**config.mk**
```make
export PLATFORM = sky130hd
export DESIGN_NAME = ps2_scancode_decoder_flat
export DESIGN_NICKNAME = d
export VERILOG_FILES = /design/src/rtl/ps2_pkg.sv /design/src/rtl/ps2_scancode_decoder_if.sv /design/src/rtl/ps2_evt_fifo.sv /design/src/rtl/ps2_scancode_decoder.sv /design/src/flat_wrapper.sv
export SDC_FILE = /design/constraint.sdc
export NUM_CORES = 1
export LEC_CHECK = 0
export ABC_AREA = 0
export BUFFER_PORTS_ARGS = -buffer_cell sky130_fd_sc_hd__buf_2
export CAP_MARGIN = 20
export CORE_UTILIZATION = 60
export CTS_CLUSTER_SIZE = 25
export DETAILED_ROUTE_END_ITERATION = 8
export PLACE_DENSITY_LB_ADDON = 0.05
export SLEW_MARGIN = 20
export SYNTH_ARGS = -nofsm -noshare
export SYNTH_HDL_FRONTEND = slang
export SYNTH_HIERARCHICAL = 1
export SYNTH_SLANG_ARGS = --single-unit
```
**constraint.sdc**
```tcl
create_clock -name CLOCK_50 -period 9.11 [get_ports CLOCK_50]
set_clock_uncertainty 0.1 [all_clocks]
set_input_delay 2.2775 -clock CLOCK_50 [delete_from_list [all_inputs] [get_ports CLOCK_50]]
set_output_delay 2.2775 -clock CLOCK_50 [all_outputs]
set_load 0.03 [all_outputs]
```
**src/rtl/ps2_pkg.sv**
```systemverilog
`default_nettype none
// +--------------------------------------------------------------------------+
// | ps2_pkg                                                                  |
// | PS/2 prefix and control bytes, decoder state encoding, event layout.     |
// | Revision: 1.0                                                            |
// +--------------------------------------------------------------------------+
package ps2_pkg;

    localparam int CODE_W = 8;
    localparam int EVT_W  = CODE_W + 2;
    localparam int CNT_W  = 5;

    localparam logic [7:0] C_PFX_EXT   = 8'hE0;
    localparam logic [7:0] C_PFX_BRK   = 8'hF0;
    localparam logic [7:0] C_PFX_PAUSE = 8'hE1;

    localparam logic [7:0] C_CTL_BAT    = 8'hAA;
    localparam logic [7:0] C_CTL_ACK    = 8'hFA;
    localparam logic [7:0] C_CTL_RESEND = 8'hFE;
    localparam logic [7:0] C_CTL_ECHO   = 8'hEE;
    localparam logic [7:0] C_CTL_ERR0   = 8'h00;
    localparam logic [7:0] C_CTL_ERR1   = 8'hFF;

    // Bytes that follow the 0xE1 pause prefix before the sequence is complete.
    localparam logic [2:0] C_PAUSE_SKIP_LEN = 3'd7;

    typedef enum logic [2:0] {
        ST_IDLE       = 3'd0,
        ST_GOT_E0     = 3'd1,
        ST_GOT_F0     = 3'd2,
        ST_GOT_E0F0   = 3'd3,
        ST_PAUSE_SKIP = 3'd4
    } dec_state_t;

    typedef struct packed {
        logic              ext;
        logic              brk;
        logic [CODE_W-1:0] code;
    } evt_t;

    function automatic logic is_ctrl_byte(input logic [7:0] b);
        return (b == C_CTL_BAT)  || (b == C_CTL_ACK)  || (b == C_CTL_RESEND) ||
               (b == C_CTL_ECHO) || (b == C_CTL_ERR0) || (b == C_CTL_ERR1);
    endfunction

endpackage
`default_nettype wire

```
**src/rtl/ps2_scancode_decoder_if.sv**
```systemverilog
`default_nettype none
// +--------------------------------------------------------------------------+
// | ps2_scancode_decoder_if                                                  |
// | Byte input strobe and key-event queue access of the scancode decoder.    |
// | Revision: 1.0                                                            |
// +--------------------------------------------------------------------------+
interface ps2_scancode_decoder_if;
    import ps2_pkg::*;

    logic [7:0]       byte_in;
    logic             byte_valid;
    logic             evt_pop;
    logic             evt_clr_ovf;
    logic [EVT_W-1:0] evt_data;
    logic             evt_empty;
    logic [CNT_W-1:0] evt_count;
    logic             evt_ovf;

    modport master (
        output byte_in, byte_valid, evt_pop, evt_clr_ovf,
        input  evt_data, evt_empty, evt_count, evt_ovf
    );

    modport slave (
        input  byte_in, byte_valid, evt_pop, evt_clr_ovf,
        output evt_data, evt_empty, evt_count, evt_ovf
    );
endinterface
`default_nettype wire

```
**src/rtl/ps2_evt_fifo.sv**
```systemverilog
`default_nettype none
// +--------------------------------------------------------------------------+
// | ps2_evt_fifo                                                             |
// | Power-of-two FIFO with zero-latency head, count and sticky overflow.     |
// | Revision: 1.0                                                            |
// +--------------------------------------------------------------------------+
module ps2_evt_fifo #(
    parameter int DEPTH = 4,
    parameter int WIDTH = 10,
    parameter int CNT_W = 5
) (
    input  wire logic             clk,
    input  wire logic             rst_n,
    input  wire logic             push,
    input  wire logic [WIDTH-1:0] push_data,
    input  wire logic             pop,
    input  wire logic             clr_ovf,
    output logic      [WIDTH-1:0] head_data,
    output logic                  empty,
    output logic                  full,
    output logic      [CNT_W-1:0] count,
    output logic                  ovf
);
    localparam int PTR_W = (DEPTH > 1) ? $clog2(DEPTH) : 1;
    localparam logic [CNT_W-1:0] C_DEPTH = CNT_W'(DEPTH);

    logic [WIDTH-1:0] r_mem [DEPTH];
    logic [PTR_W-1:0] r_wr_ptr;
    logic [PTR_W-1:0] r_rd_ptr;
    logic [CNT_W-1:0] r_count;
    logic [CNT_W-1:0] w_count_nxt;
    logic             r_ovf;
    logic             w_do_push;
    logic             w_do_pop;

    assign empty     = (r_count == '0);
    assign full      = (r_count == C_DEPTH);
    assign w_do_pop  = pop && !empty;
    // A pop in the same cycle frees the slot, so a full queue still accepts.
    assign w_do_push = push && (!full || w_do_pop);

    always_comb begin
        w_count_nxt = r_count;
        case ({w_do_push, w_do_pop})
            2'b10:   w_count_nxt = r_count + CNT_W'(1);
            2'b01:   w_count_nxt = r_count - CNT_W'(1);
            default: w_count_nxt = r_count;
        endcase
    end

    always_ff @(posedge clk or negedge rst_n) begin
        if (!rst_n) begin
            r_wr_ptr <= '0;
            r_rd_ptr <= '0;
            r_count  <= '0;
            r_ovf    <= 1'b0;
        end else begin
            if (w_do_push) r_wr_ptr <= r_wr_ptr + PTR_W'(1);
            if (w_do_pop)  r_rd_ptr <= r_rd_ptr + PTR_W'(1);
            r_count <= w_count_nxt;
            if (push && !w_do_push)
                r_ovf <= 1'b1;
            else if (clr_ovf)
                r_ovf <= 1'b0;
        end
    end

    always_ff @(posedge clk) begin
        if (w_do_push) r_mem[r_wr_ptr] <= push_data;
    end

    assign head_data = empty ? '0 : r_mem[r_rd_ptr];
    assign count     = r_count;
    assign ovf       = r_ovf;

endmodule
`default_nettype wire

```
**src/rtl/ps2_scancode_decoder.sv**
```systemverilog
`default_nettype none
// +--------------------------------------------------------------------------+
// | ps2_scancode_decoder                                                     |
// | PS/2 set-2 prefix decoder feeding a key-event queue. Optional typematic  |
// | repeat filter enabled by defining PS2_DEC_TYPEMATIC_FILTER_EN.           |
// | Revision: 1.0                                                            |
// +--------------------------------------------------------------------------+
module ps2_scancode_decoder
    import ps2_pkg::*;
#(
    parameter int FIFO_DEPTH = 4
) (
    input wire logic              CLOCK_50,
    input wire logic              Resetn,
    ps2_scancode_decoder_if.slave bus
);
    dec_state_t r_state;
    dec_state_t w_state_nxt;
    logic [2:0] r_skip;
    logic       w_dec_push;
    evt_t       w_dec_evt;
    logic       w_fifo_push;
    logic       w_fifo_full_unused;

    logic w_is_e0;
    logic w_is_f0;
    logic w_is_e1;
    assign w_is_e0 = (bus.byte_in == C_PFX_EXT);
    assign w_is_f0 = (bus.byte_in == C_PFX_BRK);
    assign w_is_e1 = (bus.byte_in == C_PFX_PAUSE);

    always_ff @(posedge CLOCK_50 or negedge Resetn) begin
        if (!Resetn)
            r_state <= ST_IDLE;
        else
            r_state <= w_state_nxt;
    end

    always_ff @(posedge CLOCK_50 or negedge Resetn) begin
        if (!Resetn)
            r_skip <= 3'd0;
        else if (bus.byte_valid) begin
            if (r_state == ST_IDLE && w_is_e1)
                r_skip <= C_PAUSE_SKIP_LEN;
            else if (r_state == ST_PAUSE_SKIP)
                r_skip <= r_skip - 3'd1;
        end
    end

    always_comb begin
        w_state_nxt = r_state;
        if (bus.byte_valid) begin
            case (r_state)
                ST_IDLE: begin
                    if (w_is_e0)      w_state_nxt = ST_GOT_E0;
                    else if (w_is_f0) w_state_nxt = ST_GOT_F0;
                    else if (w_is_e1) w_state_nxt = ST_PAUSE_SKIP;
                end
                ST_GOT_E0: begin
                    if (w_is_f0)       w_state_nxt = ST_GOT_E0F0;
                    else if (!w_is_e0) w_state_nxt = ST_IDLE;
                end
                ST_GOT_F0: begin
                    if (!w_is_f0) w_state_nxt = ST_IDLE;
                end
                ST_GOT_E0F0: begin
                    if (!(w_is_f0 || w_is_e0)) w_state_nxt = ST_IDLE;
                end
                ST_PAUSE_SKIP: begin
                    if (r_skip == 3'd1) w_state_nxt = ST_IDLE;
                end
                default: w_state_nxt = ST_IDLE;
            endcase
        end
    end

    always_comb begin
        w_dec_push = 1'b0;
        w_dec_evt  = '{ext: 1'b0, brk: 1'b0, code: bus.byte_in};
        if (bus.byte_valid) begin
            case (r_state)
                ST_IDLE: begin
                    w_dec_push = !(w_is_e0 || w_is_f0 || w_is_e1 || is_ctrl_byte(bus.byte_in));
                end
                ST_GOT_E0: begin
                    w_dec_push = !(w_is_f0 || w_is_e0);
                    w_dec_evt  = '{ext: 1'b1, brk: 1'b0, code: bus.byte_in};
                end
                ST_GOT_F0: begin
                    w_dec_push = !w_is_f0;
                    w_dec_evt  = '{ext: 1'b0, brk: 1'b1, code: bus.byte_in};
                end
                ST_GOT_E0F0: begin
                    w_dec_push = !(w_is_f0 || w_is_e0);
                    w_dec_evt  = '{ext: 1'b1, brk: 1'b1, code: bus.byte_in};
                end
                ST_PAUSE_SKIP: begin
                    w_dec_push = (r_skip == 3'd1);
                    w_dec_evt  = '{ext: 1'b0, brk: 1'b0, code: C_PFX_PAUSE};
                end
                default: w_dec_push = 1'b0;
            endcase
        end
    end

`ifdef PS2_DEC_TYPEMATIC_FILTER_EN
    logic       r_held_valid;
    logic       r_held_ext;
    logic [7:0] r_held_code;
    logic       w_held_match;
    logic       w_is_pause;

    // Pause has no break code, so it never takes part in repeat filtering.
    assign w_is_pause   = (r_state == ST_PAUSE_SKIP);
    assign w_held_match = r_held_valid && (r_held_ext == w_dec_evt.ext) &&
                          (r_held_code == w_dec_evt.code);
    assign w_fifo_push  = w_dec_push && !(w_held_match && !w_dec_evt.brk && !w_is_pause);

    always_ff @(posedge CLOCK_50 or negedge Resetn) begin
        if (!Resetn) begin
            r_held_valid <= 1'b0;
            r_held_ext   <= 1'b0;
            r_held_code  <= 8'h00;
        end else if (w_dec_push && !w_is_pause) begin
            if (!w_dec_evt.brk) begin
                r_held_valid <= 1'b1;
                r_held_ext   <= w_dec_evt.ext;
                r_held_code  <= w_dec_evt.code;
            end else if (w_held_match) begin
                r_held_valid <= 1'b0;
            end
        end
    end
`else
    assign w_fifo_push = w_dec_push;
`endif

    ps2_evt_fifo #(
        .DEPTH (FIFO_DEPTH),
        .WIDTH (EVT_W),
        .CNT_W (CNT_W)
    ) u_fifo (
        .clk       (CLOCK_50),
        .rst_n     (Resetn),
        .push      (w_fifo_push),
        .push_data (w_dec_evt),
        .pop       (bus.evt_pop),
        .clr_ovf   (bus.evt_clr_ovf),
        .head_data (bus.evt_data),
        .empty     (bus.evt_empty),
        .full      (w_fifo_full_unused),
        .count     (bus.evt_count),
        .ovf       (bus.evt_ovf)
    );

endmodule
`default_nettype wire

```
**src/flat_wrapper.sv**
```systemverilog
// flat-port wrapper written by rule: the top's interface ports become plain ports
module ps2_scancode_decoder_flat import ps2_pkg::*;
#(
    parameter int FIFO_DEPTH = 4
)
  (CLOCK_50, Resetn, bus_byte_in, bus_byte_valid, bus_evt_pop, bus_evt_clr_ovf, bus_evt_data, bus_evt_empty, bus_evt_count, bus_evt_ovf);
  ps2_scancode_decoder_if bus_i ();
  input wire logic CLOCK_50;
  input wire logic Resetn;
  input wire logic [$bits(bus_i.byte_in)-1:0] bus_byte_in;
  input wire logic [$bits(bus_i.byte_valid)-1:0] bus_byte_valid;
  input wire logic [$bits(bus_i.evt_pop)-1:0] bus_evt_pop;
  input wire logic [$bits(bus_i.evt_clr_ovf)-1:0] bus_evt_clr_ovf;
  output wire logic [$bits(bus_i.evt_data)-1:0] bus_evt_data;
  output wire logic [$bits(bus_i.evt_empty)-1:0] bus_evt_empty;
  output wire logic [$bits(bus_i.evt_count)-1:0] bus_evt_count;
  output wire logic [$bits(bus_i.evt_ovf)-1:0] bus_evt_ovf;
  assign bus_i.byte_in = bus_byte_in;
  assign bus_i.byte_valid = bus_byte_valid;
  assign bus_i.evt_pop = bus_evt_pop;
  assign bus_i.evt_clr_ovf = bus_evt_clr_ovf;
  assign bus_evt_data = bus_i.evt_data;
  assign bus_evt_empty = bus_i.evt_empty;
  assign bus_evt_count = bus_i.evt_count;
  assign bus_evt_ovf = bus_i.evt_ovf;
  ps2_scancode_decoder #(.FIFO_DEPTH(FIFO_DEPTH)) u_core (.CLOCK_50(CLOCK_50), .Resetn(Resetn), .bus(bus_i));
endmodule
```
## Word-level counts from Yosys, hierarchy flattened

Memories as Yosys holds them, arrays and structs flattened.
Index checks and enable logic that the tools add are counted.

| storage, ports and cells | value |
|---|---|
| RAM bits | 40 |
| output and inout bits | 17 |
| register bits after elaboration | 16 |
| input bits | 13 |
| memories | 1 |
| word-level logic and storage cells | 82 |

| cells by class | value |
|---|---|
| multiplexer cells | 21 |
| add/subtract/negate cells | 5 |
| equality and inequality tests | 21 |
| reduce and logical (&&, ||, !) cells | 28 |

Memories:

| memory | depth | bits a word | rd ports | clocked after memory_dff | wr ports | line | text |
|---|---|---|---|---|---|---|---|
| u_core.u_fifo.r_mem | 4 | 10 | 1 | 0 | 1 | ps2_evt_fifo.sv:27 | `logic [WIDTH-1:0] r_mem [DEPTH];` |

Operator list:

| kind | count |
|---|---|
| == test 8 bit (second input constant) | 8 |
| one-hot mux 10 bit (4 select lines) | 1 |
| 2-to-1 mux 3 bit | 10 |
| 2-to-1 mux 10 bit | 2 |
| one-hot mux 3 bit (5 select lines) | 1 |
| one-hot mux 5 bit (2 select lines) | 1 |
| logical OR 1 bit | 9 |
| zero test 8 bit | 1 |
| == test 3 x 1 -> 1 bit (second input constant) | 2 |
| == test 3 x 2 -> 1 bit (second input constant) | 2 |
| zero test 1 bit | 6 |
| inequality test 2 bit (second input constant) | 3 |
| AND reduction 6 bit | 1 |
| nonzero test 2 bit | 3 |
| adder 5 x 1 -> 5 bit (second input constant) | 1 |
| == test 5 x 3 -> 1 bit (second input constant) | 1 |
| zero test 5 bit | 1 |
| 2-to-1 mux 1 bit | 5 |
| subtractor 5 x 1 -> 5 bit (second input constant) | 1 |
| adder 2 x 1 -> 2 bit (second input constant) | 2 |
| logical AND 1 bit | 4 |
| inequality test 4 x 1 -> 1 bit (second input constant) | 1 |
| one-hot mux 1 bit (4 select lines) | 1 |
| == test 3 bit (second input constant) | 1 |
| 7 further kinds | 7 |

## Longest topological paths before layout

| depth | value |
|---|---|
| word-level depth | 14 |
| gate-level depth with buffers | 16 |
| gate-level depth less buffers | 15 |

## Hierarchy

Netlist, hierarchy kept.

Modules (own cells, without submodules):

| module | instances | area an instance (µm²) | cells each | sequential area each (µm²) |
|---|---|---|---|---|
| ps2_evt_fifo | 1 | 2244.7 | 135 | 1451.4 |
| ps2_scancode_decoder | 1 | 534.3 | 65 | 150.1 |

## Least setup slack after synthesis

Ideal clock, no wire load.

| timing | value |
|---|---|
| path kind | input to register |
| start | input port bus_byte_in[3] |
| end | register u_core.u_fifo.r_count[4] (netlist: u_core/u_fifo/count[4]) |
| path buffers | 1 |
| data required time | 8874 ps |
| path slack | 4041 ps |
| arrival time | 4833 ps |
| stages on the path | 14 |
| library setup time | 136 ps |
| path through | or3_4 -> nor3_1 -> o32a_1 -> o22ai_1 -> o21a_4 -> inv_1 -> ha_1 -> buf_2 -> xor2_1 -> ha_1 -> o21ai_0 -> or4b_1 -> o311a_1 -> xnor2_1 |

| on the way | value |
|---|---|
| cells in the longest elaborated chain, start to end | 13 |
| elaborated cells between the ends (all ways) | 27 |
| those cells by class | 10 x eq/ne; 3 x mux; 14 x reduce/logical |

RTL lines:

| item | line | text |
|---|---|---|
| start, declared | flat_wrapper.sv:10 | `input wire logic [$bits(bus_i.byte_in)-1:0] bus_byte_in;` |
| == test 8 bit | ps2_pkg.sv:42 | `return (b == C_CTL_BAT) \|\| (b == C_CTL_ACK) \|\| (b == C_CTL_RESEND) \|\|` |
| logical OR 1 bit (3 in a row) | ps2_pkg.sv:42 |  |
| logical OR 1 bit (2 in a row) | ps2_pkg.sv:43 | `(b == C_CTL_ECHO) \|\| (b == C_CTL_ERR0) \|\| (b == C_CTL_ERR1);` |
| logical OR 1 bit | ps2_scancode_decoder.sv:83 | `w_dec_push = !(w_is_e0 \|\| w_is_f0 \|\| w_is_e1 \|\| is_ctrl_byte(bus.byte_in));` |
| zero test 1 bit | ps2_scancode_decoder.sv:83 |  |
| one-hot mux 1 bit (4 select lines) (*) | ps2_scancode_decoder.sv:81 | `case (r_state)` |
| 2-to-1 mux 1 bit (*) | ps2_scancode_decoder.sv:80 | `if (bus.byte_valid) begin` |
| net u_core.w_dec_push | ps2_scancode_decoder.sv:20 | `logic w_dec_push;` |
| logical AND 1 bit (*) | ps2_evt_fifo.sv:40 | `assign w_do_push = push && (!full \|\| w_do_pop);` |
| == test 2 x 1 -> 1 bit / == test 2 bit (equally long branches) | ps2_evt_fifo.sv:44 | `case ({w_do_push, w_do_pop})` |
| one-hot mux 5 bit (2 select lines) / nonzero test 2 bit (equally long branches) | -- |  |
| end signal, assigned | ps2_evt_fifo.sv:60 | `r_count <= w_count_nxt;` |
| end, declared | ps2_evt_fifo.sv:30 | `logic [CNT_W-1:0] r_count;` |

The timed path passes the listed nets; every way through them passes the cells marked *.
A chain may end at the register's enable or synchronous reset.

## Final worst setup path

| timing | value |
|---|---|
| start | input port bus_byte_in[6] |
| end | register u_core.u_fifo.r_count[4] (netlist: u_core/u_fifo/count[4]) |

Same word-level chain as after synthesis.

==> metrics <==
H-tree depth reported by CTS=2; critical path's most frequent cell=ha_1; average cell area after synthesis=13.9 um2; half-perimeter wire length of the detailed placement result=3.53 mm; buffer cell driving the clock tree root=clkbuf_8; Net Switching=0.000354 W; final instance area=3030 um2; routed wirelength normalized by instance count=18.0 um; largest stage delay on the critical path=0.48 ns; Sequential Power Share=between 40% and 50%; cts hold-fix bufs=0; Top delay family on crit path=simple AND/OR/NAND/NOR gates; last weighted congestion value of the routability-driven placer=0.995; placeable core region=4410 um2; area added between synthesis and finish=9.15%; Routed Wire Length=5.05 mm; Core Rows=24; routed via count=1,705; classification of the worst-slack hold path=register to register; total negative setup slack=0 ns; Critical Path Slowest Stage Cell=or4b_1; number of design rule violations left after detail routing=0; Stages on worst setup path=14; starting density of the core=between 60% and 70%; maximum buffer depth of the clock tree=2; post-synthesis instance total=199; sw frac=about two fifths; Critical Path End Type=register; final max-slew violation count=0; slew at the pin with the worst max-slew slack=0.690 ns; Cell Area, Placed=roughly 2900 um2; startpoint kind of the worst setup timing path=input port; endpoints failing setup=0; count of yosys warnings during synthesis=6; Reg-to-Reg Start=u_core/r_state[2]$_DFFE_PN0P_; summed instance area of the synthesized netlist=2780 um2; vias in the first global route=1,697; Total GRT Usage=22.3%; slack of the worst reg-to-reg path=5.53 ns; ratio of cells with drive above 1 in the final layout=30.3%; number of antenna violations at the first check in global routing=0; relative slew slack=54.0%; Worst Reg2Reg Path Length in Cells=13; height of the die=between 70 and 80 um; Peak VDD IR=172 uV; Inserted Clock Buffers=5; count of buffers from port buffering=29; via count normalized by instance count=slightly above 6; post-CTS setup buffers=0; Max Fclk=0.192 GHz; overall die width=70.0 um; residual overflow from global routing=0; number of clock sinks=56; First DRT Iteration DRCs=around 120; antenna-violating nets left=0; DR pass1 iterations=4; classification of the worst setup path=input port to register; combined buffer and inverter count along the critical path=2; clock-pin transition on the worst setup and hold timing paths=~0.10 ns; Post-Route Hold Slack=roughly 0.41 ns; n_diodes=0; syn_nets=222; Cell Pwr Density=around 300 nW/um2; Gates resized, CTS repair=0; Data arrival, critical path=about 5.3 ns; I/O Pins=30; source-to-sink clock delay at the later pin of the worst-skew pair=~0.3 ns; result of the run=finished clean; cells along the critical path=buf_2 > or3_1 > or2_1 > a31oi_1 > o22ai_1 > o21a_4 > inv_1 > ha_1 > xor2_1 > ha_1 > o21ai_0 > or4b_1 > o311a_1 > xnor2_1; post-route worst setup slack=3.91 ns; internal power=~0.00055 W; final period demand of the worst path=around 5.2 ns; maximum number of pins on one net before global-route repair=19; most common cell after layout, fill and taps aside=edfxtp_1; Period Utilization, post-route=57.1%; commonest non-fill, non-tap cells in the layout=40 x edfxtp_1, 29 x buf_2, 16 x dfrtp_1; Critical path destination=u_core/u_fifo/count[4]$_DFFE_PN0P_; Net count, final=250; global-route wire length before repair=8.25 mm; worst setup path start=bus_byte_in[6]; maximum fanout count along the critical path=10; # Max-Cap Violations=0; pre-CTS WS=3.62 ns; reg2reg end=u_core/u_fifo/count[4]$_DFFE_PN0P_; standby leakage power=1.16 nW; unrepaired setup endpoints after global routing=false; portion of total power attributed to the clock network=15.1%; critical path required time=about 9.2 ns; Die Footprint=4900 um2; number of failing hold endpoints at the final stage=0; clock tree from TritonCTS=yes; combinational power share=between 40% and 50%
[power by group through the flow]
stage	combinational [W]	sequential, W	clock (W)
CTS	0.000370	0.000401	0.000141
global placement	0.000356	0.000402	0
finish	0.000367	0.000398	0.000136
global route	0.000396	0.000411	0.000149
floorplan	0.000294	0.000390	0
detailed placement	0.000368	0.000407	0
[metal layers]
layer | vias to the layer above | GRT usage [%] | wire (um)
met4 | 0 | 11.1 | 141
met5 | - | 0 | 0
met1 | 839 | 28.6 | 2070
li1 | 789 | - | -
met3 | 16 | 3.75 | 256
met2 | 61 | 36.9 | 2580
[final cells by class]
class | count | area (um2)
clock buffer | 5 | 68.8
clock inverter | 3 | 22.5
fill | 333 | 1390
inverter | 11 | 41.3
multi-input combinational | 124 | 1080
sequential | 56 | 1600
tap | 52 | 65.1
timing repair buffer | 29 | 145
[registers in the layout (all words and copies together) (netlist names)]
name                    count
u_core/r_state              3
u_core/u_fifo/r_rd_ptr      2
u_core/u_fifo/count         5
u_core/u_fifo/ovf           1
u_core/r_skip               3
u_core/u_fifo/r_mem        40
u_core/u_fifo/r_wr_ptr      2
[worst reg2reg max path, cell delays in order (launching register included)]
cell and delay (ns):
dfrtp_1 0.46, or3b_1 0.42, o31a_1 0.12, o32a_1 0.18, o22ai_1 0.27, o21a_4 0.23, inv_1 0.06, ha_1 0.32
xor2_1 0.20, ha_1 0.23, o21ai_0 0.14, or4b_1 0.48, o311a_1 0.15, xnor2_1 0.12
[stage by stage]
stage                     utilization [%]  power, W  std cells
after floorplan                         -  0.000685        199
after global placement               66.6  0.000758        272
after detailed placement             66.6  0.000775        272
after CTS                            68.6  0.000912        280
after global routing                 68.6  0.000956        280
final                                68.6  0.000902        280
[worst min path at each step]
stage	from	endpoint	slack, ns	depth (start not counted)
after floorplan	u_core/r_skip[2]$_DFFE_PN0P_	u_core/r_skip[2]$_DFFE_PN0P_	0.37	2
after global placement	u_core/r_skip[2]$_DFFE_PN0P_	u_core/r_skip[2]$_DFFE_PN0P_	0.39	2
after detailed placement	u_core/r_skip[2]$_DFFE_PN0P_	u_core/r_skip[2]$_DFFE_PN0P_	0.39	2
after CTS	u_core/r_skip[2]$_DFFE_PN0P_	u_core/r_skip[2]$_DFFE_PN0P_	0.42	2
after global routing	u_core/r_skip[2]$_DFFE_PN0P_	u_core/r_skip[2]$_DFFE_PN0P_	0.48	2
final	u_core/r_skip[2]$_DFFE_PN0P_	u_core/r_skip[2]$_DFFE_PN0P_	0.41	2
No activity file was read; power rests on OpenSTA's default activity.
